===== src/rtl/egm_pkg.sv =====
// Shared types, defaults and helpers for the EGM stimulus sequencer.
package egm_pkg;

    typedef enum logic [1:0] {
        StIdle,
        StHigh,
        StLow,
        StDone
    } egm_state_t;

    localparam int unsigned DefPrescale = 50;
    localparam int unsigned DefTw       = 16;

    // Increment v, clamping at the all-ones value of a w-bit field.
    function automatic logic [31:0] sat_inc(input logic [31:0] v, input int unsigned w);
        logic [31:0] max_v;
        max_v = (w >= 32) ? 32'hFFFF_FFFF : ((32'd1 << w) - 32'd1);
        return (v >= max_v) ? max_v : v + 32'd1;
    endfunction

endpackage


===== src/rtl/egm_resp_sync.sv =====
// Two-flop synchronizer plus registered rising-edge detect; rise_o lags the pin by 3 clk.
module egm_resp_sync (
    input  logic clk_i,
    input  logic rst_ni,
    input  logic async_i,
    output logic rise_o
);

    logic s1_q, s2_q, s3_q, rise_q;

    always_ff @(posedge clk_i or negedge rst_ni) begin
        if (!rst_ni) begin
            s1_q   <= 1'b0;
            s2_q   <= 1'b0;
            s3_q   <= 1'b0;
            rise_q <= 1'b0;
        end else begin
            s1_q   <= async_i;
            s2_q   <= s1_q;
            s3_q   <= s2_q;
            rise_q <= s2_q & ~s3_q;
        end
    end

    assign rise_o = rise_q;

endmodule


===== src/rtl/egm_stimulus_sequencer.sv =====
// Stimulus pulse-train generator with response latency and miss counting.
// Optional EGM_LATENCY_MAX_EN adds a per-run running-maximum latency output.
module egm_stimulus_sequencer
    import egm_pkg::*;
#(
    parameter int unsigned PRESCALE = DefPrescale,
    parameter int unsigned TW       = DefTw
) (
    input  logic          clk_50_clk,
    input  logic          reset_reset_n,
    input  logic          start,
    input  logic          stop,
    input  logic [TW-1:0] period,
    input  logic [TW-1:0] pulse_width,
    input  logic [TW-1:0] num_pulses,
    output logic          egm_interface_stimulus,
    input  logic          egm_interface_response,
    output logic          busy,
    output logic          done,
    output logic          cfg_err,
    output logic [TW-1:0] latency,
    output logic          latency_valid,
    output logic [TW-1:0] missed_count,
    output logic [TW-1:0] pulse_count
`ifdef EGM_LATENCY_MAX_EN
    ,
    output logic [TW-1:0] latency_max
`endif
);

    localparam int unsigned PW = (PRESCALE > 1) ? $clog2(PRESCALE) : 1;

    egm_state_t    state_q, state_d;
    logic [PW-1:0] pre_q, pre_d;
    logic [TW-1:0] period_q, width_q, num_q;
    logic [TW-1:0] phase_q, phase_d, phase_inc;
    logic [TW-1:0] lat_cnt_q, lat_cnt_d;
    logic [TW-1:0] latency_q, latency_d;
    logic [TW-1:0] missed_q, missed_d;
    logic [TW-1:0] pcount_q, pcount_d;
    logic [2:0]    tick_pipe_q, tick_pipe_d;
    logic          armed_q, armed_d;
    logic          stim_q, cfg_err_q, cfg_err_d, lat_valid_q;
    logic          tick, run, resp_rise, capture;
    logic          accept, reject, enter_high, period_end;
`ifdef EGM_LATENCY_MAX_EN
    logic [TW-1:0] lat_max_q, lat_max_d;
`endif

    egm_resp_sync u_resp_sync (
        .clk_i  (clk_50_clk),
        .rst_ni (reset_reset_n),
        .async_i(egm_interface_response),
        .rise_o (resp_rise)
    );

    assign tick      = (pre_q == PW'(PRESCALE - 1));
    assign run       = (state_q == StHigh) || (state_q == StLow);
    assign phase_inc = TW'(sat_inc(32'(phase_q), TW));
    assign capture   = run && armed_q && resp_rise;

    always_ff @(posedge clk_50_clk or negedge reset_reset_n) begin
        if (!reset_reset_n) state_q <= StIdle;
        else                state_q <= state_d;
    end

    always_comb begin
        state_d    = state_q;
        accept     = 1'b0;
        reject     = 1'b0;
        enter_high = 1'b0;
        period_end = 1'b0;
        unique case (state_q)
            StIdle: begin
                if (start) begin
                    if (pulse_width == '0 || pulse_width >= period) begin
                        reject = 1'b1;
                    end else begin
                        accept     = 1'b1;
                        enter_high = 1'b1;
                        state_d    = StHigh;
                    end
                end
            end
            StHigh: begin
                if (stop)                               state_d = StDone;
                else if (tick && phase_inc == width_q)  state_d = StLow;
            end
            StLow: begin
                if (stop) begin
                    state_d = StDone;
                end else if (tick && phase_inc == period_q) begin
                    period_end = 1'b1;
                    if (num_q != '0 && pcount_q == num_q) begin
                        state_d = StDone;
                    end else begin
                        enter_high = 1'b1;
                        state_d    = StHigh;
                    end
                end
            end
            StDone:  state_d = StIdle;
            default: state_d = StIdle;
        endcase
    end

    always_comb begin
        busy                   = run;
        done                   = (state_q == StDone);
        egm_interface_stimulus = stim_q;
        cfg_err                = cfg_err_q;
        latency                = latency_q;
        latency_valid          = lat_valid_q;
        missed_count           = missed_q;
        pulse_count            = pcount_q;
    end

    // Ticks feeding the latency counter are delayed to match the response synchronizer,
    // so latency is measured against the pin, not the detected edge.
    always_comb begin
        pre_d       = (accept || tick) ? '0 : pre_q + PW'(1);
        tick_pipe_d = enter_high ? '0 : {tick_pipe_q[1:0], tick};
        phase_d     = enter_high ? '0 : ((run && tick) ? phase_inc : phase_q);
        armed_d     = enter_high ? 1'b1
                    : ((capture || state_d == StDone) ? 1'b0 : armed_q);
        lat_cnt_d   = enter_high ? '0
                    : ((armed_q && tick_pipe_q[2]) ? TW'(sat_inc(32'(lat_cnt_q), TW)) : lat_cnt_q);
        latency_d   = accept ? '0 : (capture ? lat_cnt_q : latency_q);
        missed_d    = accept ? '0
                    : ((period_end && armed_q && !capture) ? TW'(sat_inc(32'(missed_q), TW))
                                                           : missed_q);
        pcount_d    = accept ? TW'(1)
                    : (enter_high ? TW'(sat_inc(32'(pcount_q), TW)) : pcount_q);
        cfg_err_d   = reject ? 1'b1 : (accept ? 1'b0 : cfg_err_q);
`ifdef EGM_LATENCY_MAX_EN
        lat_max_d   = accept ? '0
                    : ((capture && lat_cnt_q > lat_max_q) ? lat_cnt_q : lat_max_q);
`endif
    end

    always_ff @(posedge clk_50_clk or negedge reset_reset_n) begin
        if (!reset_reset_n) begin
            pre_q       <= '0;
            period_q    <= '0;
            width_q     <= '0;
            num_q       <= '0;
            phase_q     <= '0;
            lat_cnt_q   <= '0;
            latency_q   <= '0;
            missed_q    <= '0;
            pcount_q    <= '0;
            tick_pipe_q <= '0;
            armed_q     <= 1'b0;
            stim_q      <= 1'b0;
            cfg_err_q   <= 1'b0;
            lat_valid_q <= 1'b0;
        end else begin
            if (accept) begin
                period_q <= period;
                width_q  <= pulse_width;
                num_q    <= num_pulses;
            end
            pre_q       <= pre_d;
            phase_q     <= phase_d;
            lat_cnt_q   <= lat_cnt_d;
            latency_q   <= latency_d;
            missed_q    <= missed_d;
            pcount_q    <= pcount_d;
            tick_pipe_q <= tick_pipe_d;
            armed_q     <= armed_d;
            stim_q      <= (state_d == StHigh);
            cfg_err_q   <= cfg_err_d;
            lat_valid_q <= capture;
        end
    end

`ifdef EGM_LATENCY_MAX_EN
    always_ff @(posedge clk_50_clk or negedge reset_reset_n) begin
        if (!reset_reset_n) lat_max_q <= '0;
        else                lat_max_q <= lat_max_d;
    end

    assign latency_max = lat_max_q;
`endif

endmodule


===== config.mk =====
export PLATFORM = sky130hd
export DESIGN_NAME = egm_stimulus_sequencer
export DESIGN_NICKNAME = d
export VERILOG_FILES = /design/src/rtl/egm_pkg.sv /design/src/rtl/egm_resp_sync.sv /design/src/rtl/egm_stimulus_sequencer.sv
export SDC_FILE = /design/constraint.sdc
export NUM_CORES = 1
export LEC_CHECK = 0
export ABC_CLOCK_PERIOD_IN_PS = 4400
export CAP_MARGIN = 5
export CORE_UTILIZATION = 35
export CTS_BUF_LIST = sky130_fd_sc_hd__clkbuf_16
export CTS_CLUSTER_SIZE = 10
export DETAILED_ROUTE_END_ITERATION = 12
export DONT_BUFFER_PORTS = 1
export SLEW_MARGIN = 20
export SYNTH_ARGS = -nofsm -noshare
export SYNTH_HDL_FRONTEND = slang
export SYNTH_SLANG_ARGS = --single-unit

===== constraint.sdc =====
create_clock -name clk_50_clk -period 4.4 [get_ports clk_50_clk]
set_input_delay 1.1 -clock clk_50_clk [delete_from_list [all_inputs] [get_ports clk_50_clk]]
set_output_delay 1.1 -clock clk_50_clk [all_outputs]
set_load 0.01 [all_outputs]

* Yosys cells after proc, flatten, opt, wreduce, memory -nomap -nowiden
Cells that the tools add are included.
** Storage, ports and cells
- Output and inout bits :: 53
- Logic and storage cells :: 105
- ROM bits :: 0
- Bits in writable memories :: 0
- Bits in latches :: 0
- Memories :: 0
- Input port bits :: 53
- Bits in registers :: 147
** Cells by class
- Mux-type cells :: 41
- Equal/unequal tests :: 9
- Magnitude comparators :: 5
- Divide/modulo/power cells :: 0
- Bitwise operators :: 2
- Multiply operators :: 0
- $add $sub $neg :: 5
- Reductions and logical operators :: 24
- Shift-type cells :: 0
** Operator list (number)
- $mux 16 :: 14
- $add 16x1->16 const B :: 4
- $ge 16x16->1 const B :: 4
- $eq 16x16->1 :: 3
- $ge 16x16->1 :: 1
- $logic_not 16->1 :: 1
- $mux 1 :: 16
- $reduce_bool 16->1 :: 1
- $mux 2 :: 7
- $reduce_bool 2->1 :: 7
- $logic_and 1x1->1 :: 9
- $pmux 2 s4 :: 1
- $add 6x1->6 const B :: 1
- $eq 2x2->1 const B :: 3
- $eq 6x6->1 const B :: 1
- $mux 6 :: 1
- $eq 2x1->1 const B :: 2
- $logic_or 1x1->1 :: 4
- $mux 3 :: 1
- $logic_not 2->1 :: 1
- $pmux 1 s2 :: 1
- $and 1x1->1 :: 1
- $logic_not 1->1 :: 1
- $not 1->1 :: 1

* Logic depth before layout (Yosys ltp)
Gate-level depths: netlist of run 1.
- Depth after elaboration :: 11
- Depth in mapped cells :: 14
- Gate-level depth less buffers :: 12

* Modules after synthesis
Synthesis of run 1 repeated with hierarchy kept, for this count alone.
** Unflattened totals
- Cell total of the unflattened synthesis :: 977
- Area, all modules :: 8619.5 um^2
** Modules (own cells, without submodules)
- egm_stimulus_sequencer :: instances 1, sequential area each 3578.4 um^2, cells an instance 972, area each 8505.7 um^2
- egm_resp_sync :: instances 1, sequential area each 100.1 um^2, cells an instance 5, area each 113.9 um^2

* Worst setup path after synthesis of run 1
Ideal clock, no wire load.
- Kind :: reg-to-reg
- Start :: register phase_q[1]
- End :: register missed_q[14], in the netlist missed_count[14]
- Required time :: 4280 ps
- Arrival :: 3427 ps
- Stages on the path, launching flop included :: 13
- Path buffers :: 1
- Period minus slack after synthesis :: 3547 ps
- Path slack :: 853 ps
- Setup time :: 120 ps
- Cell sequence :: dfrtp_1 > ha_1 > buf_4 > nand4_1 > nor3_1 > mux2i_1 > xor2_1 > and4_1 > nand4b_1 > or2_1 > or3_4 > or4_1 > and3_1
** Between the ends
- Word-level cells in the longest chain between the ends :: 10
- Elaborated cells on any way between the ends :: 11
- Classes of those cells :: add/sub: 1; order compare: 1; eq/ne: 1; mux: 4; reduce/logical: 4
** Ends and longest elaborated chain
- from (decl) :: RTL line egm_stimulus_sequencer.sv:36 : logic [TW-1:0] phase_q, phase_d, phase_inc;
- from (signal assigned) :: RTL line egm_stimulus_sequencer.sv:164 : phase_q <= phase_d;
- $add 16x1->16 or $ge 16x16->1 (tied branches) :: RTL line egm_pkg.sv:18 : return (v >= max_v) ? max_v : v + 32'd1;
- $mux 16 (*) :: RTL line egm_pkg.sv:18
- $eq 16x16->1 (*) :: RTL line egm_stimulus_sequencer.sv:92 : end else if (tick && phase_inc == period_q) begin
- $logic_and 1x1->1 (*) :: RTL line egm_stimulus_sequencer.sv:92
- $mux 1 (*) :: RTL line egm_stimulus_sequencer.sv:92
- $mux 1 (*) :: RTL line egm_stimulus_sequencer.sv:90 : if (stop) begin
- $mux 1 (*) :: RTL line egm_stimulus_sequencer.sv:73 : unique case (state_q)
- $logic_and 1x1->1 (*) (2 in a row) :: RTL line egm_stimulus_sequencer.sv:130 : : ((period_end && armed_q && !capture) ? TW'(sat_inc(32'(missed_q), TW))
- $reduce_bool 2->1 (no line) (*)
- to (signal assigned) :: RTL line egm_stimulus_sequencer.sv:167 : missed_q <= missed_d;
- to (decl) :: RTL line egm_stimulus_sequencer.sv:39 : logic [TW-1:0] missed_q, missed_d;
Every way passes the cells marked *; elsewhere a longest branch is shown, timed or not.
A chain may end at the register's enable or synchronous reset.

* Worst setup path in the final report of run 1
- Start :: register phase_q[2]
- End :: register pcount_q[5], in the netlist pulse_count[5]
** Between the ends
- Word-level cells in the longest chain between the ends :: 8
- Elaborated cells on any way between the ends :: 9
- Classes of those cells :: add/sub: 1; order compare: 1; eq/ne: 1; mux: 4; reduce/logical: 2
** Ends and longest elaborated chain
- $add 16x1->16 or $ge 16x16->1 (tied branches) :: RTL line egm_pkg.sv:18
- $mux 16 (*) :: RTL line egm_pkg.sv:18
- $eq 16x16->1 (*) :: RTL line egm_stimulus_sequencer.sv:92
- $logic_and 1x1->1 (*) :: RTL line egm_stimulus_sequencer.sv:92
- $mux 1 (*) :: RTL line egm_stimulus_sequencer.sv:92
- $mux 1 (*) :: RTL line egm_stimulus_sequencer.sv:90
- $pmux 1 s2 (*) :: RTL line egm_stimulus_sequencer.sv:73
- $reduce_bool 2->1 (no line) (*)
- to (signal assigned) :: RTL line egm_stimulus_sequencer.sv:168 : pcount_q <= pcount_d;
- to (decl) :: RTL line egm_stimulus_sequencer.sv:40 : logic [TW-1:0] pcount_q, pcount_d;
Marks and branches as above.

==> impl_metrics.yaml, run 1 <==
place:
  io_buffers: 0
  gp_congestion: 0.903
  place_hpwl_mm: 16.3
worst_setup_path:
  crit_chain: "nand4_2, nor4_4, xnor2_1, o22ai_1, nor4b_2, nand3_1, nor4_1, nand3_1, nand4_1, and3_1"
  critPathMostFrequentCell: "nand3_1"
  critPathRequiredTime_ns: 4.76
  critical_path.top_delay_family: "simple AND/OR/NAND/NOR gates"
  crit_cells: 10
  crit_slowest_cell: "nor4_1"
  critPathMaxStageDelay_ns: 0.60
  critical_path_buf_inv_count: 0
  r2r_cells: 10
  crit_arrival_ns: 4.37
  crit_path_end_kind: "flop"
  critical_path_class: "reg -> reg"
  critPathLaunchType: "flop"
  cp_max_fo: 11
timing:
  tns_ns: 0
  min_period_ns: 4.01
  hold_viol: 0
  final-setup-viol-count: 0
  worst_pin_slew_ns: 0.871
  period_share_pct: 91.2
  slew_headroom_pct: 41.7
  timing.clock.skew_ns: 0.0110
  max_freq_mhz: 249
  drv_slew: 0
  rsz0062_at_grt: "no"
layout:
  final_core_util_pct: 40.1
  nets: 1042
  drive_above_1_share_pct: 7.27
  n_antenna_cell: 0
  area_growth_pct: 11.1
routing:
  vias: 7026
  drc: 0
  drtIter0Drc: 497
  drt_pre_antenna_iters: 5
  avgViaCountPerCell: 5.43
  wl_per_cell_um: 17.6
  routed_wl_mm: 22.8
  drtAntennaViolNets: 0
global_routing:
  grt_pass1_wl_mm: 36.9
  track_usage_pct: 19.0
  antenna_found_initial: 0
  grt_pass1_vias: 6762
  grt_start_max_net_pins: 148
  overflow: 0
floorplanning:
  die_area_um2: 25100
  die_y_um: 158
  initial_core_util_pct: 36.1
  io_pins: 106
  rows: 56
  dieWidth_um: 158
  core_region_area_um2: 23700
min_path:
  min_path_type: "reg -> reg"
  whs_path_depth: 0
power:
  power_leakage_nw: 4.15
  power_frac_clock_pct: 33.6
  p_sw_w: 0.00155
  power.density_nw_per_um2: 483
  vdd_ir_drop_max_uv: 335
  internal-power_w: 0.00304
  p_seq_share_pct: 42.5
  combPwrFrac_pct: 24.0
  swShare_pct: 33.7
cts:
  cts_tree: "done"
  numCtsBuffers: 17
  hold_buffers: 0
  cts-root-buf: "clkbuf_16"
  htree_num_levels: 4
  clk_pin_slew_ns: 0.06
  cts-resized-gates: 0
  cts.sinks: 147
  cts_max_path_buffers: 2
  clk-insertion-delay-late_ns: 0.43
  post-cts-setup-buffers: 0
synthesis:
  synth_seq_area_share_pct: 43.0
  synth_cell_types: 77
  ys_async_sr_fraction_pct: 100
  mappedNetlistNets: 1055
  synth_edf_count: 0
  ys_warn_count: 0
  synth_area_um2: 8550
  avgSynthCellArea_um2: 8.76
  synth_seq_cells: 147
  synth_cells: 976
  synth_ff_type: "dfrtp_1"
outcome:
  outcome: "finished, final reports clean"
flow_run:
  maxCapViolCount: 0
state kept, by name (all words and copies together) (netlist names), 2 cells and up:
name,cells
lat_cnt_q,16
latency,16
missed_count,16
num_q,16
period_q,16
phase_q,16
pre_q,6
pulse_count,16
state_q,2
tick_pipe_q,3
width_q,16
synthesized netlist by cell type, drive strengths merged, types with 23 or more instances:
library cell / instances / area share, %
a21oi: 61 / 3.6
clkbuf: 33 / 1.5
dfrtp: 147 / 43
ha: 26 / 3.8
inv: 35 / 1.5
nand2: 201 / 8.9
nand3: 36 / 2.3
nand4: 23 / 1.8
nor2: 57 / 2.5
nor3: 28 / 1.7
o21ai: 43 / 2.5
xnor2: 41 / 4.2
xor2: 35 / 3.6
per-layer routing:
metal	up-vias	part of all wire (%)	track usage [%]
met2	229	46	29.2
met4	0	2.3	7.60
met5	-	0	0
li1	3400	-	-
met1	3364	46	25.8
met3	33	6.0	4.38
power groups by stage:
stage / sequential, W / combinational [W] / clock [W]
floorplan: 0.00185 / 0.000877 / 0
global placement: 0.00196 / 0.00109 / 0
detailed placement: 0.00197 / 0.00111 / 0
CTS: 0.00195 / 0.00111 / 0.00158
global route: 0.00199 / 0.00125 / 0.00163
finish: 0.00195 / 0.00110 / 0.00154
stage by stage:
stage                     setup WS [ns]  std cells  area [um2]  hold slack (ns)  power, W
after global routing             0.0246       1295        9500            0.356   0.00487
after global placement            0.616       1263        8880            0.337   0.00305
after floorplan                   0.853        976        8550            0.331   0.00273
final                             0.386       1295        9500            0.348   0.00459
after detailed placement          0.497       1263        8880            0.336   0.00308
after CTS                         0.444       1295        9500            0.351   0.00464
worst paths after layout:
check                                           start  slack [ns]                         end
max                            phase_q[2]$_DFFE_PN0P_        0.39  pulse_count[5]$_DFFE_PN0P_
min                        u_resp_sync.s1_q$_DFF_PN0_        0.35  u_resp_sync.s2_q$_DFF_PN0_
max reg2reg                    phase_q[2]$_DFFE_PN0P_        0.39  pulse_count[5]$_DFFE_PN0P_
min reg2reg                u_resp_sync.s1_q$_DFF_PN0_        0.35  u_resp_sync.s2_q$_DFF_PN0_
max in group asynchronous               reset_reset_n        3.71  pulse_count[5]$_DFFE_PN0P_
min in group asynchronous               reset_reset_n        0.39      latency[8]$_DFFE_PN0P_
layout by cell type, fill, tap and decap left out, types with 4 or more instances in the layout:
master,count
xnor2_1,41
or4_1,4
mux2i_1,9
nor4_1,17
o211ai_1,5
nor2_1,57
a31oi_1,8
xor2_1,35
buf_4,16
bufinv_16,4
o21ai_1,6
o41ai_1,4
or3_1,4
nand2_1,199
a21oi_1,61
dfrtp_1,147
nor2b_1,6
and3_1,22
o2111ai_1,4
nor3_1,27
and4_1,7
o21ai_0,36
nand4_1,21
and2_1,8
nand3_1,35
clkbuf_16,17
nor3b_1,4
a211oi_1,13
inv_1,38
nand4b_1,5
nand2b_1,8
ha_1,26
final cells by class:
cell class	count	area, um2
clock buffer	17	425
clock inverter	15	190
fill	2451	14200
inverter	36	135
multi-input combinational	744	4530
sequential	147	3680
tap	319	399
timing repair buffer	17	140
kinds of logic after synthesis:
group | Yosys count | share of synthesized area (%)
flops | 147 | 43.0
buf+inv | 85 | 4.07
compound gates | 178 | 13.1
fa+ha+maj | 26 | 3.80
xor+xnor | 77 | 8.06
mux | 12 | 1.49
simple gates | 451 | 26.5
Note: power is estimated with default switching activity, not from simulation.
==> run 2: changes to the inputs <==
--- a/config.mk
+++ b/config.mk
@@ -6,12 +6,13 @@
 export NUM_CORES = 1
 export LEC_CHECK = 0
 export ABC_CLOCK_PERIOD_IN_PS = 4400
-export CAP_MARGIN = 5
+export CAP_MARGIN = 30
 export CORE_UTILIZATION = 35
 export CTS_BUF_LIST = sky130_fd_sc_hd__clkbuf_16
 export CTS_CLUSTER_SIZE = 10
 export DETAILED_ROUTE_END_ITERATION = 12
 export DONT_BUFFER_PORTS = 1
+export GPL_ROUTABILITY_DRIVEN = 0
 export SLEW_MARGIN = 20
 export SYNTH_ARGS = -nofsm -noshare
 export SYNTH_HDL_FRONTEND = slang
==> impl_metrics.yaml, run 2 (synthesis gave the netlist of run 1 again) <==
routing:
  drtAntennaViolNets: 0
  wl_per_cell_um: 17.4
  avgViaCountPerCell: 5.42
  vias: 7026
  drt_pre_antenna_iters: 5
  drtIter0Drc: 513
  drc: 0
  routed_wl_mm: 22.6
worst_setup_path:
  critical_path_class: "reg -> reg"
  critPathMostFrequentCell: "nand3_1"
  critPathRequiredTime_ns: 4.76
  critPathLaunchType: "flop"
  worstReg2RegStart: "phase_q[7]$_DFFE_PN0P_"
  r2r_setup_slack_ns: 0.44
  r2r_cells: 10
  crit_slowest_cell: "dfrtp_1"
  crit_arrival_ns: 4.32
  critPathMaxStageDelay_ns: 0.60
  crit_chain: "nand3_1, nor4_4, xnor2_1, o22ai_1, nor4b_2, nand3_1, nor4_1, nand3_1, nand4_1, and3_1"
  cp_max_fo: 14
  worst_r2r_endpoint: "pulse_count[5]$_DFFE_PN0P_"
  crit_path_end_kind: "flop"
flow_run:
  maxCapViolCount: 0
layout:
  drive_above_1_share_pct: 7.37
  nets: 1043
  n_antenna_cell: 0
  seq_area_um2: 3680
  final_common_cell: "nand2_1"
  layout_common_cells: "nand2_1, dfrtp_1, a21oi_1, nor2_1, xnor2_1"
  area_growth_pct: 11.8
  multi_input_area_um2: 4530
  nFillCells: 2420
global_routing:
  overflow: 0
  track_usage_pct: 18.8
  antenna_found_initial: 0
  grt_pass1_vias: 6507
  grt_pass1_wl_mm: 36.3
  grt_start_max_net_pins: 148
floorplanning:
  rows: 56
  dieWidth_um: 158
  die_area_um2: 25100
  die_y_um: 158
  io_pins: 106
  initial_core_util_pct: 36.1
  core_region_area_um2: 23700
timing:
  tns_ns: 0
  timing.clock.skew_ns: 0.0107
  drv_slew: 0
  setup_ws_ns: 0.437
  worst_pin_slew_ns: 0.844
  max_freq_mhz: 252
  rsz0062_at_grt: "no"
  slew_headroom_pct: 43.5
  hold_viol: 0
  final-setup-viol-count: 0
  min_period_ns: 3.96
  timing.hold.ws_ns: 0.352
  period_share_pct: 90.1
power:
  power_leakage_nw: 4.18
  power.density_nw_per_um2: 493
  vdd_ir_drop_max_uv: 264
cts:
  hold_buffers: 0
  clk_pin_slew_ns: 0.06
  clk-insertion-delay-late_ns: 0.42
  htree_num_levels: 4
  cts-resized-gates: 0
  cts_max_path_buffers: 2
  cts.sinks: 147
  post-cts-setup-buffers: 0
  cts_tree: "done"
  cts-root-buf: "clkbuf_16"
  numCtsBuffers: 17
min_path:
  whs_path_depth: 0
  min_path_type: "reg -> reg"
  hold_path_end: "u_resp_sync.s2_q$_DFF_PN0_"
  holdCritStartpoint: "u_resp_sync.s1_q$_DFF_PN0_"
place:
  place_hpwl_mm: 16.1
  io_buffers: 0
  pre_cts_slack_ns: 0.546
outcome:
  outcome: "finished, final reports clean"
==> run 2: cell types whose count changed in the layout (fill, tap and decap cells not counted) <==
cell        delta
clkinvlp_4     -1
buf_4          +1
clkinv_4       -1
inv_1          +1
clkinv_1       -1
bufinv_16      +2
inv_6          +1
clkinv_2       -1
==> run 2: worst max-delay path by stage <==
stage	startpoint	cells past startpoint	to	slack, ns
global route	phase_q[7]$_DFFE_PN0P_	10	pulse_count[5]$_DFFE_PN0P_	0.06
finish	phase_q[7]$_DFFE_PN0P_	10	pulse_count[5]$_DFFE_PN0P_	0.44
floorplan	phase_q[1]$_DFFE_PN0P_	12	missed_count[14]$_DFFE_PN0P_	0.85
detailed placement	phase_q[7]$_DFFE_PN0P_	10	pulse_count[5]$_DFFE_PN0P_	0.55
global placement	phase_q[7]$_DFFE_PN0P_	10	pulse_count[5]$_DFFE_PN0P_	0.63
CTS	phase_q[7]$_DFFE_PN0P_	10	pulse_count[5]$_DFFE_PN0P_	0.52
==> run 2: critical path, delay by kind of cell (launching register included) <==
| kind | cells | cell delay, ns |
|---|---|---|
| flops | 1 | 0.60 |
| compound gates | 1 | 0.10 |
| simple gates | 8 | 3.03 |
| xor+xnor | 1 | 0.18 |
==> run 2: final cells by class <==
cell class / count / share of cell area (%)
Multi-Input combinational cell: 744 / 47.4
Sequential cell: 147 / 38.5
Clock buffer: 17 / 4.45
Tap cell: 319 / 4.18
Clock inverter: 15 / 2.49
Timing Repair Buffer: 18 / 1.55
Inverter: 36 / 1.41
==> run 2: through the flow <==
step	util, %	std cells	total power [W]	area, um2
5_1_grt	40.3	1296	0.00499	9560
6_report	40.3	1296	0.00471	9560
4_1_cts	40.3	1296	0.00475	9560
3_3_place_gp	37.5	1264	0.00305	8890
3_5_place_dp	37.5	1264	0.00308	8890
2_1_floorplan	-	976	0.00273	8550
==> run 2: power breakdown <==
group	leakage, nW	internal (W)	switching [W]
registers	1.95	0.00162	0.000325
clock network	0.333	0.00106	0.000591
logic	1.90	0.000474	0.000634
==> run 2: metal layers <==
metal / GRT usage (%) / vias to the layer above / wire, um
met1: 25.7 / 3395 / 10400
met5: 0 / - / 0
met2: 28.5 / 207 / 10400
li1: - / 3400 / -
met3: 5.17 / 24 / 1480
met4: 6.27 / 0 / 383
